`src/rtl/pc_stack_unit.sv`:
```
// pc_stack_unit: parametrised program counter with conditional jumps and a
// LIFO return-address stack for CALL/RET.
//
// Ports:
//   CLK      clock, all state changes on the rising edge
//   CLR      asynchronous active-high reset (clears PC, SP, ERR, stack)
//   EN       1 = execute OP this cycle, 0 = freeze PC/SP/stack/ERR
//   OP       operation: INC, JMP, JC, JNC, CALL, RET, HOLD, (reserved=INC)
//   Im       jump / call target
//   COND     branch condition, only looked at by JC/JNC
//   CLR_ERR  clears the sticky error flag, independent of EN
//   Out      current PC (registered)
//   SP       stack occupancy 0..STACK_DEPTH (registered)
//   FULL     SP == STACK_DEPTH (combinational)
//   EMPTY    SP == 0 (combinational)
//   ERR      sticky flag: CALL on full or RET on empty
module pc_stack_unit #(
  parameter int unsigned WIDTH       = 4,
  parameter int unsigned STACK_DEPTH = 4,
  localparam int unsigned SPW        = $clog2(STACK_DEPTH + 1)
) (
  input  logic             CLK,
  input  logic             CLR,
  input  logic             EN,
  input  logic [2:0]       OP,
  input  logic [WIDTH-1:0] Im,
  input  logic             COND,
  input  logic             CLR_ERR,
  output logic [WIDTH-1:0] Out,
  output logic [SPW-1:0]   SP,
  output logic             FULL,
  output logic             EMPTY,
  output logic             ERR
);

  // Stack index width; at least one bit so a depth-1 stack still has an index.
  localparam int unsigned AW = (STACK_DEPTH > 1) ? $clog2(STACK_DEPTH) : 1;

  localparam logic [2:0] OP_INC  = 3'b000;
  localparam logic [2:0] OP_JMP  = 3'b001;
  localparam logic [2:0] OP_JC   = 3'b010;
  localparam logic [2:0] OP_JNC  = 3'b011;
  localparam logic [2:0] OP_CALL = 3'b100;
  localparam logic [2:0] OP_RET  = 3'b101;
  localparam logic [2:0] OP_HOLD = 3'b110;

  logic [WIDTH-1:0] stack [STACK_DEPTH];

  logic [WIDTH-1:0] pc_inc;
  logic [WIDTH-1:0] out_d;
  logic [SPW-1:0]   sp_d;
  logic             err_d;
  logic             push;
  logic             illegal;
  logic [AW-1:0]    push_idx;
  logic [AW-1:0]    pop_idx;

  // Occupancy flags straight from the registered stack pointer.
  assign FULL  = (SP == SPW'(STACK_DEPTH));
  assign EMPTY = (SP == '0);

  assign pc_inc   = WIDTH'(Out + WIDTH'(1));
  assign push_idx = AW'(SP);
  assign pop_idx  = AW'(SP - SPW'(1));

  // Next-state decode; COND is only consulted by the two branch ops.
  always_comb begin
    out_d   = Out;
    sp_d    = SP;
    err_d   = ERR;
    push    = 1'b0;
    illegal = 1'b0;

    if (EN) begin
      case (OP)
        OP_INC:  out_d = pc_inc;
        OP_JMP:  out_d = Im;
        OP_JC:   out_d = COND ? Im : pc_inc;
        OP_JNC:  out_d = COND ? pc_inc : Im;
        OP_CALL: begin
          if (!FULL) begin
            push  = 1'b1;
            sp_d  = SPW'(SP + SPW'(1));
            out_d = Im;
          end else begin
            out_d   = pc_inc;
            illegal = 1'b1;
          end
        end
        OP_RET: begin
          if (!EMPTY) begin
            out_d = stack[pop_idx];
            sp_d  = SPW'(SP - SPW'(1));
          end else begin
            out_d   = pc_inc;
            illegal = 1'b1;
          end
        end
        OP_HOLD: out_d = Out;
        default: out_d = pc_inc;
      endcase
    end

    // A new error in the same cycle as a clear must leave ERR set.
    if (CLR_ERR) err_d = 1'b0;
    if (illegal) err_d = 1'b1;
  end

  // PC, stack pointer and error flag.
  always_ff @(posedge CLK or posedge CLR) begin
    if (CLR) begin
      Out <= '0;
      SP  <= '0;
      ERR <= 1'b0;
    end else begin
      Out <= out_d;
      SP  <= sp_d;
      ERR <= err_d;
    end
  end

  // Return-address storage; reset wipes every entry so no stale address survives.
  always_ff @(posedge CLK or posedge CLR) begin
    if (CLR) begin
      for (int i = 0; i < STACK_DEPTH; i++) stack[i] <= '0;
    end else if (push) begin
      stack[push_idx] <= pc_inc;
    end
  end

endmodule

```
`config.mk`:
```
export PLATFORM = sky130hd
export DESIGN_NAME = pc_stack_unit
export DESIGN_NICKNAME = d
export VERILOG_FILES = /design/src/rtl/pc_stack_unit.sv
export SDC_FILE = /design/constraint.sdc
export NUM_CORES = 1
export LEC_CHECK = 0
export CAP_MARGIN = 40
export CORE_MARGIN = 3
export CORE_UTILIZATION = 53
export CTS_CLUSTER_DIAMETER = 50
export DETAILED_ROUTE_END_ITERATION = 10
export PLACE_DENSITY = 0.78
export SETUP_SLACK_MARGIN = 0.3
export SYNTH_ARGS = -nofsm -noshare
export SYNTH_HDL_FRONTEND = slang
export SYNTH_SLANG_ARGS = --single-unit
```
`constraint.sdc`:
```
create_clock -name CLK -period 3.15 [get_ports CLK]
set_clock_uncertainty 0.2 [all_clocks]
set_input_delay 0.63 -clock CLK [delete_from_list [all_inputs] [get_ports CLK]]
set_output_delay 0.63 -clock CLK [all_outputs]
set_load 0.01 [all_outputs]
```
# Yosys cells after proc, flatten, opt, wreduce, memory -nomap -nowiden
# Index checks and enable logic that the tools add are counted.
[op_classes]
n_addsub = 3
magnitude_cmp = 3
n_eq_ne = 9
muxes = 23
bitwise = 3
n_reduce_logical = 6
[ops]
columns = ["op", "count"]
rows = [
  ["$mux 4", 7],
  ["$pmux 4 s6", 1],
  ["$bwmux 16", 1],
  ["$eq 3x3->1 const B", 4],
  ["$bmux 4 s2", 1],
  ["$demux 4 s2", 1],
  ["$mux 1", 8],
  ["$eq 3x2->1 const B", 2],
  ["$ge 3x3->1 const B", 2],
  ["$mux 3", 2],
  ["$not 2->3", 2],
  ["$pmux 3 s2", 1],
  ["$add 4x1->4 const B", 1],
  ["$ne 2x2->1 const B", 2],
  ["$reduce_and 4->1", 1],
  ["$reduce_bool 2->1", 2],
  ["$add 3x1->3 const B", 1],
  ["$eq 3x1->1 const B", 1],
  ["$logic_not 3->1", 1],
  ["$lt 3x1->1 const B", 1],
  ["$sub 3x1->3 const B", 1],
  ["$pmux 1 s2", 1],
  ["$reduce_and 2->1", 1],
  ["$logic_and 1x1->1", 1],
  ["$not 1->1", 1],
]
[totals]
regBits = 24
in_bits = 12
output_inout_bits = 10
word_cells = 54

# Logic depth before layout (Yosys ltp)
[depth]
ltp_word = 7
depth_mapped = 8
mapped_depth_nobuf = 7

# Worst setup path after synthesis
# Ideal clock, no wire load.
[synth_timing]
kind = "reg-to-reg"
start = "register SP[0]"
end = "register Out[1]"
setup_ps = 138
t_arrival_ps = 2014
required_ps = 2812
setup_slack_ps = 798
path_stages_with_launch = 8
n_path_buf = 0
synth_period_minus_slack_ps = 2352
cell_sequence = "dfrtp_1 > inv_1 > ha_1 > mux4_2 > inv_1 > o22ai_1 > a222oi_1 > a21oi_1"
[synth_between]
elab_chain_len = 7
elab_cells_between_ends = 10
classes_between = "1 x add/sub; 1 x eq/ne; 6 x mux; 1 x bitwise; 1 x reduce/logical"
[synth_lines]
columns = ["item", "line", "rtl"]
rows = [
  ["from (decl)", "30", "output logic [SPW-1:0] SP,"],
  ["from (signal assigned)", "117", "SP <= sp_d;"],
  ["$sub 3x1->3", "n/a", ""],
  ["named net pop_idx[0]", "56", "logic [AW-1:0] pop_idx;"],
  ["$not 2->3 (not written as such)", "92", "out_d = stack[pop_idx];"],
  ["$bmux 4 s2", "92", ""],
  ["$mux 4 (not written as such) (2 in series)", "92", ""],
  ["$mux 4", "91", "if (!EMPTY) begin"],
  ["$pmux 4 s6", "75", "case (OP)"],
  ["to (signal assigned)", "116", "Out <= out_d;"],
  ["to (decl)", "29", "output logic [WIDTH-1:0] Out,"],
]
# The timed path passes the listed nets, and every way through them passes these cells. The select of a mux whose other input is x is not followed.
# A chain may end at the register's enable or synchronous reset.

# Final worst setup path
[layout_timing]
start = "register SP[0]"
end = "output port FULL"
[layout_between]
elab_chain_len = 1
[layout_lines]
columns = ["item", "line", "rtl"]
rows = [
  ["$eq 3x3->1", "59", "assign FULL = (SP == SPW'(STACK_DEPTH));"],
  ["to (decl)", "31", "output logic FULL,"],
]
# No other way between the ends.

==> impl_results.md <==
* Nature of the critical path endpoint: output pin
* I/O pin count at 22
* N_diodes at 0
* Fill count at 203
* Overall Global Routing Usage at 0.1923
* Area Overhead vs Synth at 21.46%
* Worst Path Required at 2.32 ns
* Status: finished clean
* Setup crit start kind: flip-flop
* Final setup viols at 0
* Share of layout cells above drive strength 1 at 0.2188
* Post-Synthesis Cells at 133
* Distinct cells, synth at 34
* RD Place Congestion at 0.8299
* Port bufs at 21
* CORE AREA at 2545 um^2
* Syn_nets at 152
* HP Class: flip-flop to flip-flop
* First-pass GRT wire length at 5112 um
* Worst-case reg-to-reg path depth at 7
* Initial Utilization at 0.5728
* Post-synthesis sequential area ratio at 0.4120
* Post-DR vias/cell at 5.868
* CTS Buf Count at 3
* Min-Delay Path Depth at 2
* Routed vias at 1115
* Clock root cell: clkbuf_4
* Final Hold Fails at 0
* Initial antenna violation count at 0
* Static Leak at 0.0008036 uW
* Post-CTS Hold Fix Bufs at 0
* Placed Area at 1718 um^2
* Max frequency at 372.4 MHz
* CTS tree: done
* Max-Cap Viols at 0
* Post-Route WL at 3089 um
* Worst EP arrival at 1.85 ns
* Min Tclk post-route at 2.685 ns
* Final instance area at 1770 um^2
* Die Area at 3416 um^2
* Mean Syn Cell Area at 10.96 um^2
* Clk_lat worst skew at 0.31 ns
* #FFs+latches synth at 24
* CTS max path bufs at 2
* CTS sink count at 24
* Initial DRC count at 52
* Post-DP HPWL at 2389 um
* Fin util at 0.6957
* Die W at 58.45 um
* Final slew viol count at 0
* Worst Tran Pin Value at 0.4965 ns
* Kind of critical path: flip-flop to output pin
* Crit Path Max Fanout at 4
* Mapped Area at 1458 um^2
* Slew headroom at 0.6679
* DRT antenna net count at 0
* Fin crit share at 0.8524
* Grt total ovfl at 0
* Die H at 58.45 um
* Setup TNS at 0 ns
* RSZ-0062 raised after global routing: no
* Largest net degree at the start of global routing at 22
* Vias in the first global route at 1126
* First-pass DRT Iterations at 5
* Maximum vdd drop at 0.5782 mV
* Warnings from Yosys at 0
* Routed len/inst at 16.26 um
* Row count at 18
* Power per Cell Area at 758.1 nW/um^2
* Worst-path clk slew at 0.12 ns
* Drt drc at 0
* H-tree depth at 1
* Nets at 180
==> state kept, by name (all words and copies together), names as in the netlist <==
signal	cells
SP	3
Out	4
ERR	1
stack	16
==> synthesized netlist by cell type <==
cell,number,area [um^2]
nand2b_1,1,6.260
o221ai_1,1,8.760
a31oi_1,2,12.51
mux4_2,4,90.09
and2_1,2,12.51
and4_4,1,11.26
o211ai_1,1,7.510
xor2_1,3,26.28
nand4_1,1,6.260
or2_2,1,6.260
a21oi_1,7,35.03
nor2b_1,3,18.77
o21ai_0,4,20.02
ha_1,7,87.58
nand2_1,13,48.80
o21ai_1,1,5.000
and2b_2,3,26.28
mux2i_1,3,30.03
nor2b_4,1,13.76
nand3_1,1,5.000
dfrtp_1,24,600.6
xnor2_1,4,35.03
o21ai_4,1,16.27
and3b_1,1,8.760
mux2_2,13,146.4
buf_6,2,22.52
a21boi_2,1,11.26
inv_1,11,41.29
a222oi_1,2,20.02
nand3b_1,1,7.510
a211oi_1,1,7.510
nor2_1,6,22.52
o22ai_1,5,31.28
or2b_2,1,8.760
==> routing by layer <==
metal	part of all wire	GRT usage	wire length (um)
met1	0.45	0.2714	1399
met2	0.50	0.3301	1538
met3	0.049	0.01535	151
met4	0	0.02980	0
met5	0	0	0
==> per-stage QoR <==
stage	power (uW)	cells	hold WS, ns	worst slack (ns)
finish	1342	190	0.3163	0.4651
global route	1437	190	0.3272	0.3305
global placement	1141	183	0.2585	0.3820
detailed placement	1171	184	0.2882	0.2970
floorplan	936.8	133	0.2446	0.7978
CTS	1335	188	0.3181	0.3257
==> final timing paths <==
check / slack [ns] / startpoint / end
max reg2reg: 0.78 / SP[1] / Out[1]
max in group asynchronous: 2.03 / CLR / SP[0]
min: 0.32 / stack[8] / stack[8]
max: 0.47 / SP[0] / FULL
min reg2reg: 0.32 / stack[8] / stack[8]
min in group asynchronous: 0.33 / CLR / SP[2]
==> power breakdown <==
group          switching, uW  total [uW]  internal [uW]
combinational            301         666            365
sequential              87.3         516            429
clock                   89.0         160           70.6
total                    478        1340            864
==> timing repair <==
action                     CTS  global route
setup endpoints to repair    2             2
resized for setup            1             0
setup buffers                0             2
cloned                       0             0
==> cell families (layout without fill, tap and decap cells) <==
family                     Yosys count  count (layout)  share of synthesized area
AOI/OAI and AO/OA                   26              26                     0.1202
xor gates and xnor gates             7               7                    0.04206
adders and majority gates            7               7                    0.06008
buffers and inverters               13              40                    0.04378
DFF                                 24              24                     0.4120
muxes                               20              20                     0.1828
and+or+nand+nor                     36              36                     0.1391
==> worst max-delay path, stage by stage, from the launching register on <==
cell             delay [ns]
dfrtp_2                0.43
inv_1                  0.13
ha_1                   0.24
nand2_1                0.14
inv_1                  0.08
clkdlybuf4s50_1        0.53
==> final cells by class <==
cell class | instances | area [um^2] | area share
Multi-Input combinational cell | 96 | 793.3 | 0.4481
Clock buffer | 4 | 36.28 | 0.02049
Sequential cell | 24 | 601.8 | 0.3399
Tap cell | 30 | 37.54 | 0.02120
Timing Repair Buffer | 25 | 260.3 | 0.1470
Inverter | 11 | 41.29 | 0.02332
==> placed cells by master (no fill, tap or decap), types with 4 or more instances in the layout <==
cell type	n
dfrtp_1	23
clkdlybuf4s50_1	21
nand2_1	13
mux2_2	13
inv_1	11
a21oi_1	7
ha_1	7
nor2_1	6
o22ai_1	5
mux4_2	4
xnor2_1	4
o21ai_0	4
Note: power is estimated with default switching activity, not from simulation.
